<file path="config.mk">
export PLATFORM = sky130hd
export DESIGN_NAME = uart_tx_serializer
export DESIGN_NICKNAME = d
export VERILOG_FILES = /design/src/rtl/uart_tx_serializer.sv
export SDC_FILE = /design/constraint.sdc
export NUM_CORES = 1
export LEC_CHECK = 0
export CAP_MARGIN = 40
export CORE_MARGIN = 4
export CORE_UTILIZATION = 56
export DETAILED_ROUTE_END_ITERATION = 10
export PLACE_DENSITY = 0.81
export SKIP_LAST_GASP = 1
export SYNTH_ARGS = -nofsm -noshare
export SYNTH_HDL_FRONTEND = slang
export SYNTH_SLANG_ARGS = --single-unit
</file>
<file path="constraint.sdc">
create_clock -name clk -period 3.05 [get_ports clk]
set_clock_uncertainty 0.05 [all_clocks]
set_input_delay 0.61 -clock clk [delete_from_list [all_inputs] [get_ports clk]]
set_output_delay 0.61 -clock clk [all_outputs]
set_load 0.005 [all_outputs]
</file>
<file path="src/rtl/uart_tx_serializer.sv">
// Byte-wide 8N1 transmit serializer fed from a small FIFO.
// One frame is start bit, eight data bits LSB first, and one stop bit, with each bit lasting DIV clocks.
module uart_tx_serializer #(
  parameter int DIV        = 16,
  parameter int FIFO_DEPTH = 8
) (
  input  logic                          clk,
  input  logic                          rst,
  input  logic                          wr_valid,
  input  logic [7:0]                    wr_data,
  output logic                          wr_ready,
  input  logic                          clr_err,
  output logic                          tx,
  output logic                          busy,
  output logic [$clog2(FIFO_DEPTH):0]   fifo_count,
  output logic                          overflow
);

  localparam int AW = $clog2(FIFO_DEPTH);
  localparam int CW = AW + 1;
  localparam int DW = $clog2(DIV);
  localparam logic [DW-1:0] DIV_LAST = DW'(DIV - 1);
  localparam logic [CW-1:0] FULL_COUNT = CW'(FIFO_DEPTH);

  typedef enum logic [1:0] {IDLE, START, DATA, STOP} state_t;

  logic [7:0]    mem [FIFO_DEPTH];
  logic [AW-1:0] head;
  logic [AW-1:0] tail;
  logic [CW-1:0] count;
  state_t        state;
  logic [7:0]    shift;
  logic [2:0]    bit_idx;
  logic [DW-1:0] div_cnt;
  logic          bit_done;
  logic          push;
  logic          pop;

  // Full-ness comes only from the registered count, so a same-cycle pop never frees a slot.
  assign wr_ready   = (count != FULL_COUNT);
  assign push       = wr_valid && wr_ready;
  assign bit_done   = (div_cnt == DIV_LAST);
  assign pop        = (count != '0) && ((state == IDLE) || (state == STOP && bit_done));
  assign fifo_count = count;
  assign busy       = (count != '0) || (state != IDLE);

  always_ff @(posedge clk) begin
    if (push) begin
      mem[tail] <= wr_data;
    end
  end

  always_ff @(posedge clk or posedge rst) begin
    if (rst) begin
      head     <= '0;
      tail     <= '0;
      count    <= '0;
      overflow <= 1'b0;
    end else begin
      if (push) begin
        tail <= tail + AW'(1);
      end
      if (pop) begin
        head <= head + AW'(1);
      end
      case ({push, pop})
        2'b10:   count <= count + CW'(1);
        2'b01:   count <= count - CW'(1);
        default: count <= count;
      endcase
      // If a refused write and a clear arrive in the same cycle, the error stays set.
      if (wr_valid && !wr_ready) begin
        overflow <= 1'b1;
      end else if (clr_err) begin
        overflow <= 1'b0;
      end
    end
  end

  always_ff @(posedge clk or posedge rst) begin
    if (rst) begin
      state   <= IDLE;
      tx      <= 1'b1;
      shift   <= '0;
      bit_idx <= '0;
      div_cnt <= '0;
    end else begin
      case (state)
        IDLE: begin
          tx      <= 1'b1;
          div_cnt <= '0;
          if (pop) begin
            shift <= mem[head];
            tx    <= 1'b0;
            state <= START;
          end
        end
        START: begin
          if (bit_done) begin
            div_cnt <= '0;
            bit_idx <= '0;
            tx      <= shift[0];
            state   <= DATA;
          end else begin
            div_cnt <= div_cnt + DW'(1);
          end
        end
        DATA: begin
          if (bit_done) begin
            div_cnt <= '0;
            if (bit_idx == 3'd7) begin
              tx    <= 1'b1;
              state <= STOP;
            end else begin
              shift   <= shift >> 1;
              tx      <= shift[1];
              bit_idx <= bit_idx + 3'd1;
            end
          end else begin
            div_cnt <= div_cnt + DW'(1);
          end
        end
        STOP: begin
          if (bit_done) begin
            div_cnt <= '0;
            // A queued byte starts its start bit right after the stop bit, with no idle gap.
            if (pop) begin
              shift <= mem[head];
              tx    <= 1'b0;
              state <= START;
            end else begin
              tx    <= 1'b1;
              state <= IDLE;
            end
          end else begin
            div_cnt <= div_cnt + DW'(1);
          end
        end
        default: begin
          state <= IDLE;
          tx    <= 1'b1;
        end
      endcase
    end
  end

endmodule

</file>
==> results of run 1 <==
## layout by cell type (no fill, tap or decap), drive strengths merged, types with 3 or more instances in the layout
cell type | Yosys | layout
mux2 | 4 | 4
o21ai | 11 | 11
inv | 10 | 15
dfrtp | 28 | 28
nand2 | 17 | 17
ha | 14 | 14
edfxtp | 64 | 64
mux4 | 15 | 15
clkbuf | 4 | 9
clkdlybuf4s50 | 0 | 19
xor2 | 5 | 5
buf | 6 | 13
xnor2 | 4 | 4
nand2b | 11 | 11
nand3b | 8 | 8
nor2b | 4 | 4
nor2 | 12 | 12
a22o | 5 | 5
mux2i | 3 | 3
nand3 | 3 | 3
a21oi | 5 | 5
o221a | 6 | 6
nor3 | 4 | 4
## routing by layer
metal,track usage (%),share of wire [%],up-vias
met1,25.0,44,1174
met4,7.46,2.0,0
met5,0,0,-
met3,4.65,4.5,11
li1,-,-,1104
met2,29.7,49,54
## critical path, cell delays in order, from the launching register on
cell	delay [ns]
dfrtp_1	0.50
nor4_4	0.29
buf_4	0.21
nand2_1	0.10
clkdlybuf4s50_1	0.45
## layout make-up
type / instances / area [µm²] / share of cell area [%]
clock inverter: 7 / 62.6 / 1.33
timing repair buffer: 32 / 288 / 6.13
sequential: 93 / 2650 / 56.5
inverter: 10 / 37.5 / 0.800
multi-input combinational: 156 / 1410 / 30.0
tap: 99 / 124 / 2.64
clock buffer: 9 / 124 / 2.64
## power by group through the flow
| stage | clock network, W | logic, W | registers [W] |
|---|---|---|---|
| after floorplan | 0 | 0.00127 | 0.00184 |
| after global placement | 0 | 0.00151 | 0.00197 |
| after detailed placement | 0 | 0.00155 | 0.00199 |
| after CTS | 0.000803 | 0.00156 | 0.00196 |
| after global routing | 0.000854 | 0.00172 | 0.00201 |
| final | 0.000772 | 0.00154 | 0.00196 |
## kinds of logic (layout without fill, tap and decap cells)
| logic type | count (synthesis) | count (layout) | share of synthesized area, % |
|---|---|---|---|
| adder cells (fa/ha/maj) | 14 | 14 | 4.21 |
| XOR/XNOR | 9 | 9 | 1.90 |
| AND/OR/NAND/NOR | 71 | 71 | 10.0 |
| buffers and inverters | 20 | 58 | 2.44 |
| AO/OA/AOI/OAI | 40 | 40 | 7.79 |
| multiplexers | 22 | 22 | 9.93 |
| flip-flops | 93 | 93 | 63.7 |
## path summary, 6_finish.rpt
path,startpoint,endpoint,slack [ns],cells past startpoint
worst max-delay path,fifo_count[1],busy,0.47,4
worst min-delay path,div_cnt[0],div_cnt[0],0.45,1
worst max register to register,fifo_count[1],fifo_count[2],0.50,10
worst min register to register,div_cnt[0],div_cnt[0],0.45,1
max in group asynchronous,rst,tx,2.08,3
min in group asynchronous,rst,fifo_count[2],0.55,3
## metrics by stage
step	worst slack [ns]	cells	hold WS (ns)	util, %
finish	0.473	406	0.452	64.7
global route	0.324	406	0.473	64.7
CTS	0.435	406	0.454	64.7
detailed placement	0.439	390	0.441	62.1
global placement	0.483	390	0.427	62.1
floorplan	0.624	269	0.409	-
## Yosys cell counts (2+ instances only)
cell	n	share of area, %
edfxtp_1	64	46
dfrtp_1	28	17
nand2_1	16	1.4
mux4_2	15	8.1
ha_1	14	4.2
nor2_1	11	0.99
nand2b_1	10	1.5
o21ai_0	10	1.2
inv_1	9	0.81
nand3b_1	8	1.4
o221a_1	6	1.6
a21oi_1	5	0.60
a22o_1	5	1.1
xor2_1	5	1.1
nor2b_1	4	0.60
nor3_1	4	0.48
xnor2_1	4	0.84
buf_6	3	0.81
clkbuf_1	3	0.27
mux2_2	3	0.81
mux2i_1	3	0.72
nand3_1	3	0.36
a41oi_1	2	0.42
and3_1	2	0.30
buf_2	2	0.24
o21a_1	2	0.36
o22ai_1	2	0.30
## registers in the layout, indices dropped and copies added (netlist names)
signal and count:
div_cnt 4, overflow 1, bit_idx 3, mem 64, head 3, shift 8, state 2, tail 3
fifo_count 4, tx 1
==> results.py, run 1 <==
metrics = {
    "outcome": {
        "run_status": "finished clean",
    },
    "cts": {
        "ctsLongestPathBuffers": 2,
        "htree_levels": 3,
        "cts_tree": "done",
        "clkTransAtPathRegs_ns": 0.10,
        "cts-buffers-inserted": 9,
        "post_cts_resized": 0,
        "clock_sinks": 93,
        "cts_setup_buffers": 0,
        "cts-root-buf": "clkbuf_8",
        "clk_latency_ns": 0.37,
        "hold_buffers": 0,
    },
    "logic_synthesis": {
        "syn_area_um2": 4160,
        "synth_fp_nets": 295,
        "synth_flop_cell": "edfxtp_1",
        "ys_async_sr_fraction_pct": 31.2,
        "synth_cells": 269,
        "synth_seq_cells": 93,
        "synth_edf_count": 64,
        "syn_avg_cell_area_um2": 15.5,
        "yosysWarnings": 0,
        "yosysUniqueCellTypes": 53,
        "ys_seq_area_share_pct": 63.7,
    },
    "grt": {
        "grt_pass1_wl_um": 12400,
        "grt_usage_pct": 18.8,
        "grt_overflow_total": 0,
        "antenna_found_initial": 0,
        "grt_max_degree": 30,
        "grt_pass1_vias": 2413,
    },
    "floorplanning": {
        "core.rowCount": 31,
        "die_w_um": 94.2,
        "io_pins": 20,
        "core_area_um2": 7250,
        "die_h_um": 94.2,
        "start_util_pct": 57.3,
        "fp.dieArea_um2": 8870,
    },
    "flow_run": {
        "drv_cap": 0,
    },
    "timing": {
        "tightest_slew_ns": 0.649,
        "period_needed_ns": 2.58,
        "slew_headroom_pct": 56.7,
        "hold_viol": 0,
        "rsz0062_at_grt": "no",
        "tns_ns": 0,
        "min_period_over_period_pct": 84.5,
        "clock.fmax_mhz": 388,
        "slew_viol_final": 0,
        "setup_viol": 0,
    },
    "min_path": {
        "hold_path_class": "register to register",
    },
    "pwr": {
        "total_power_w": 0.00427,
        "clkPwrFrac_pct": 18.1,
        "powerDensity_nw_per_um2": 910,
        "swShare_pct": 34.3,
        "vdd_drop_max_v": 0.000470,
        "leakage_nw": 1.72,
        "internal_power_w": 0.00281,
        "seq_power_share_pct": 45.9,
        "switchingPower_w": 0.00147,
        "combPwrFrac_pct": 36.1,
    },
    "detailed_routing": {
        "ant_nets": 0,
        "avgRoutedWirePerCell_um": 17.8,
        "vias": 2343,
        "first_iter_violations": 133,
        "drc": 0,
        "dr.pass1.iters": 4,
        "wl_um": 7240,
        "via_per_inst": 5.77,
    },
    "layout": {
        "area_growth_pct": 12.8,
        "drive_above_1_share_pct": 19.9,
        "nets": 328,
        "fin_area_um2": 4690,
        "fillers": 534,
        "diodes": 0,
    },
    "worst_setup_path": {
        "required_ns": 2.39,
        "worstSetupStartpointType": "register",
        "cp.arrival_ns": 1.92,
        "crit_path_end_kind": "output port",
        "worstPathMaxFanout": 9,
        "critPathKind": "register to output port",
    },
    "placed_design": {
        "port_buffers": 19,
        "place_area_um2": 4510,
        "place_hpwl_um": 4800,
        "gp_congestion": 0.805,
    },
}
(Power assumes the default switching activity.)
==> run 2: changes to the inputs <==
Clock period 3.05 ns to 2.6 ns, I/O delays scaled along.
==> run 2 against run 1 <==
Net effect:
- non-clock buffer count rose by 6
- hold slack improved by 0.013 ns
- utilization rose by 1.5 points
- first-iteration DRC count rose by 32%
- register-to-register slack got worse by 0.35 ns
- critical endpoint unchanged
==> results.py, run 2 (synthesis gave the netlist of run 1 again) <==
metrics = {
    "detailed_routing": {
        "dr.pass1.iters": 4,
        "avgRoutedWirePerCell_um": 18.0,
        "via_per_inst": 5.67,
        "first_iter_violations": 176,
        "vias": 2331,
        "wl_um": 7420,
        "drc": 0,
        "ant_nets": 0,
    },
    "min_path": {
        "hold_depth": 1,
        "hp-start": "div_cnt[0]",
        "whs_endpoint": "div_cnt[0]",
        "hold_path_class": "register to register",
    },
    "layout": {
        "drive_above_1_share_pct": 21.5,
        "area_growth_pct": 15.5,
        "regMostFlops": "mem",
        "diodes": 0,
        "largestRegisters": "mem x64, shift x8",
        "fillers": 511,
        "regArea_um2": 2650,
        "mostFrequentLayoutCells": "edfxtp_1 (64), dfrtp_1 (28), clkdlybuf4s50_1 (19), buf_4 (18), nand2_1 (16)",
        "nets": 334,
        "multiInputGateArea_um2": 1420,
        "final_common_cell": "edfxtp_1",
        "fin_util_pct": 66.2,
        "largest_reg_flops": 64,
        "fin_area_um2": 4800,
        "fin_cells": 411,
    },
    "floorplanning": {
        "core.rowCount": 31,
        "start_util_pct": 57.3,
        "die_h_um": 94.2,
        "core_area_um2": 7250,
        "die_w_um": 94.2,
        "io_pins": 20,
        "fp.dieArea_um2": 8870,
    },
    "placed_design": {
        "place_hpwl_um": 5050,
        "port_buffers": 19,
        "dp_slack_ns": 0.0271,
        "place_inst": 395,
        "place_area_um2": 4540,
        "gp_congestion": 0.848,
    },
    "timing": {
        "rsz0062_at_grt": "yes",
        "tightest_slew_ns": 0.572,
        "slew_viol_final": 0,
        "setup_slack_ns": 0.0792,
        "setup_viol": 0,
        "clock.fmax_mhz": 397,
        "period_needed_ns": 2.52,
        "min_period_over_period_pct": 97.0,
        "slew_headroom_pct": 61.9,
        "hold_viol": 0,
    },
    "worst_setup_path": {
        "worstPathCellList": "buf_4 > nor4_4 > buf_6 > nand2_1 > clkdlybuf4s50_1",
        "critPathSlowestCell": "clkdlybuf4s50_1",
        "r2r_slack_ns": 0.15,
        "worstSetupStartpointType": "register",
        "crit_path_end_kind": "output port",
        "critPathKind": "register to output port",
        "r2r-start": "fifo_count[0]",
        "required_ns": 2.03,
        "ff2ff_path_depth": 10,
        "crit_buf_inv": 3,
        "max_stage_delay_ns": 0.46,
        "cp.arrival_ns": 1.95,
        "r2r-end": "fifo_count[2]",
        "path_delay_family": "buffers and inverters",
        "worstPathMaxFanout": 6,
    },
    "grt": {
        "grt-busiest-layer": "met2",
        "grt_use_met3_pct": 3.61,
        "grt_usage_pct": 19.0,
        "grt_pass1_vias": 2380,
        "grt_max_degree": 30,
        "use_met2_pct": 31.0,
        "grt_overflow_total": 0,
        "grt_pass1_wl_um": 12400,
        "antenna_found_initial": 0,
        "use_met1_pct": 25.0,
    },
    "flow_run": {
        "drv_cap": 0,
    },
    "cts": {
        "clk_latency_ns": 0.36,
        "clkTransAtPathRegs_ns": 0.09,
        "cts-root-buf": "clkbuf_8",
        "hold_buffers": 0,
        "clock_sinks": 93,
        "htree_levels": 3,
        "cts_tree": "done",
        "cts-buffers-inserted": 9,
        "ctsLongestPathBuffers": 2,
    },
    "pwr": {
        "total_power_w": 0.00534,
        "vdd_drop_max_v": 0.000693,
        "powerDensity_nw_per_um2": 1110,
        "leakage_nw": 1.77,
    },
    "outcome": {
        "run_status": "finished clean",
    },
}
run 2: cell count changes in the layout (fill, tap and decap cells not counted), sizes merged:
| cell | delta |
|---|---|
| clkinv | -2 |
| buf | +6 |
| bufinv | +3 |
| clkinvlp | +1 |
| inv | -3 |
run 2: worst max-delay path by stage:
stage,startpoint,to,slack [ns],cells past startpoint
6_report,fifo_count[0],busy,0.08,5
5_1_grt,state[0],fifo_count[2],-0.02,11
4_1_cts,fifo_count[0],busy,0.009,5
3_5_place_dp,wr_valid,fifo_count[2],0.03,10
3_3_place_gp,wr_valid,fifo_count[2],0.13,10
2_1_floorplan,fifo_count[1],fifo_count[2],0.17,11
run 2: stage by stage:
stage | TNS [ns] | hold WS (ns)
5_1_grt | -0.0231 | 0.483
2_1_floorplan | 0 | 0.409
3_5_place_dp | 0 | 0.453
6_report | 0 | 0.464
4_1_cts | 0 | 0.469
3_3_place_gp | 0 | 0.424
run 2: what timing repair did:
item	in CTS	in global routing
gates resized for setup	0	2
setup endpoints to repair	0	2
buffers inserted	0	1
run 2: layer usage:
metal  share of wire, %  vias up  routed length [µm]
met4                1.8        0                 134
met3                3.8        9                 283
met2                 50       50                3750
met5                  0        -                   0
li1                   -     1109                   -
met1                 44     1163                3250
run 2: worst register-to-register path, delay by kind of cell (launching register included):
| kind | cells | cell delay (ns) |
|---|---|---|
| AO/OA/AOI/OAI | 1 | 0.17 |
| XOR/XNOR | 3 | 0.41 |
| flip-flops | 1 | 0.39 |
| adder cells (fa/ha/maj) | 2 | 0.43 |
| buffers and inverters | 1 | 0.08 |
| AND/OR/NAND/NOR | 3 | 0.83 |
run 2: final cells by class:
cell class | count | share of cell area [%]
clock inverters | 6 | 2.45
inverters | 10 | 0.781
flip-flops and latches | 93 | 55.1
repair buffers | 38 | 7.01
clock buffers | 9 | 2.58
well taps | 99 | 2.58
multi-input cells | 156 | 29.5
run 2: report_power, final:
group          internal, W  total (W)  switching [W]
registers          0.00195    0.00222       0.000268
logic              0.00103    0.00198       0.000942
clock network     0.000643    0.00114       0.000499
total              0.00363    0.00534        0.00171
==> run 3: changes to the inputs <==
Settings changed: SETUP_SLACK_MARGIN set to 0.05.
==> run 3 against run 2 <==
Net effect:
- clock-buffer cell count is the same
- sequential share of layout area hardly changed
- global-route usage about the same
- routed wire length decreased by 0.13%
- register-to-register slack improved by 0.02 ns
- power is essentially flat
- worst setup slack gained 0.094 ns
- clock power about the same
- cell area about the same
- sequential cell count unchanged
- combinational power hardly changed
- via count shrank 1.2%
- critical path type is now register to register
- largest cell class unchanged
- largest power group unchanged
==> results.py, run 3 (synthesis gave the netlist of run 1 again) <==
metrics = {
    "layout": {
        "fillers": 510,
        "drive_above_1_share_pct": 22.1,
        "fin_cells": 411,
        "fin_util_pct": 66.3,
        "largestRegisters": "mem x64, shift x8",
        "final_common_cell": "edfxtp_1",
        "largest_reg_flops": 64,
        "mostFrequentLayoutCells": "edfxtp_1 (64), dfrtp_1 (27), buf_4 (19), clkdlybuf4s50_1 (18), nand2_1 (16)",
        "nets": 334,
        "diodes": 0,
        "regMostFlops": "mem",
        "area_growth_pct": 15.6,
    },
    "pwr": {
        "powerDensity_nw_per_um2": 1110,
        "vdd_drop_max_v": 0.000692,
        "leakage_nw": 1.77,
        "total_power_w": 0.00533,
    },
    "floorplanning": {
        "core.rowCount": 31,
        "die_w_um": 94.2,
        "fp.dieArea_um2": 8870,
        "die_h_um": 94.2,
        "io_pins": 20,
        "start_util_pct": 57.3,
        "core_area_um2": 7250,
    },
    "grt": {
        "grt_usage_pct": 19.0,
        "antenna_found_initial": 0,
        "grt_pass1_vias": 2386,
        "grt_pass1_wl_um": 12400,
        "grt_overflow_total": 0,
        "grt_max_degree": 30,
    },
    "detailed_routing": {
        "avgRoutedWirePerCell_um": 18.0,
        "wl_um": 7410,
        "drc": 0,
        "via_per_inst": 5.60,
        "ant_nets": 0,
        "vias": 2302,
        "first_iter_violations": 171,
        "dr.pass1.iters": 4,
    },
    "timing": {
        "tightest_slew_ns": 0.568,
        "min_period_over_period_pct": 93.3,
        "setup_viol": 0,
        "hold_viol": 0,
        "slew_headroom_pct": 62.1,
        "slew_viol_final": 0,
        "rsz0062_at_grt": "yes",
        "hold_slack_ns": 0.465,
        "period_needed_ns": 2.43,
        "tns_ns": 0,
        "clock.fmax_mhz": 412,
    },
    "cts": {
        "clkTransAtPathRegs_ns": 0.09,
        "hold_buffers": 0,
        "cts-buffers-inserted": 9,
        "clock_sinks": 93,
        "cts_tree": "done",
        "clk_latency_ns": 0.36,
        "htree_levels": 3,
        "cts-root-buf": "clkbuf_8",
        "ctsLongestPathBuffers": 2,
    },
    "worst_setup_path": {
        "r2r-start": "fifo_count[0]",
        "ff2ff_path_depth": 10,
        "required_ns": 2.80,
        "r2r-end": "fifo_count[2]",
        "cp-startpoint": "fifo_count[0]",
        "cp.arrival_ns": 2.63,
        "worstPathMaxFanout": 5,
        "r2r_slack_ns": 0.17,
        "worstSetupStartpointType": "register",
        "critPathKind": "register to register",
        "endpoint": "fifo_count[2]",
        "crit_path_end_kind": "register",
    },
    "min_path": {
        "hold_path_class": "register to register",
    },
    "placed_design": {
        "gp_congestion": 0.848,
        "place_hpwl_um": 5050,
        "port_buffers": 19,
        "place_inst": 395,
    },
    "flow_run": {
        "drv_cap": 0,
    },
    "outcome": {
        "run_status": "finished clean",
    },
}
==> run 3: changes by cell type in the layout (fill, tap and decap cells not counted), sizes merged <==
| cell | before | now |
|---|---|---|
| clkdlybuf4s50 | 19 | 18 |
| dlymetal6s2s | 0 | 1 |
==> run 3: layout make-up <==
class	count	area, µm²	share of cell area, %
clock inverter	6	118	2.45
sequential	93	2650	55.1
tap	99	124	2.58
timing repair buffer	38	335	6.98
inverter	10	37.5	0.781
clock buffer	9	124	2.58
multi-input combinational	156	1420	29.5
==> run 3: metrics by stage <==
step	setup slack (ns)	area, µm²
after floorplan	0.174	4160
after global routing	0.0407	4810
after detailed placement	0.0271	4540
after CTS	0.0643	4790
after global placement	0.130	4540
final	0.173	4810
==> run 3: per-layer routing <==
metal  up-vias  track usage, %  part of all wire [%]  wire [µm]
li1       1109               -                     -          -
met1      1147            24.9                    44       3270
met2        37            31.1                    51       3750
met3         9            3.61                   3.3        246
met4         0            7.70                   1.8        134
met5         -               0                     0          0
==> run 3: power by group <==
part	switching, W	leakage (nW)	internal [W]
Sequential	0.000268	0.930	0.00195
Clock	0.000499	0.118	0.000643
Combinational	0.000939	0.719	0.00103
==> run 3: how the worst min path moves through the flow <==
stage,startpoint,end,cells past startpoint
floorplan,div_cnt[0],div_cnt[0],1
CTS,rst,fifo_count[3],3
finish,div_cnt[0],div_cnt[0],1
detailed placement,shift[7],shift[7],2
global placement,div_cnt[0],div_cnt[0],1
global route,div_cnt[0],div_cnt[0],1
==> run 3: worst max-delay path, stage by stage, from the launching register on <==
cell and delay [ns]:
dfrtp_1 0.39, or4b_4 0.56, and2_4 0.20, inv_2 0.08
ha_2 0.22, xor2_1 0.08, ha_1 0.18, a21oi_1 0.18
xor2_1 0.18, nor2_1 0.07, xor2_1 0.14
==> run 3: repair_timing <==
item / in CTS / in global routing
pin swaps: 0 / 1
gates resized for setup: 0 / 4
endpoints found under the hold margin: 0 / 0
endpoints found under the setup margin: 1 / 2
gates cloned: 0 / 0
setup buffers: 1 / 0
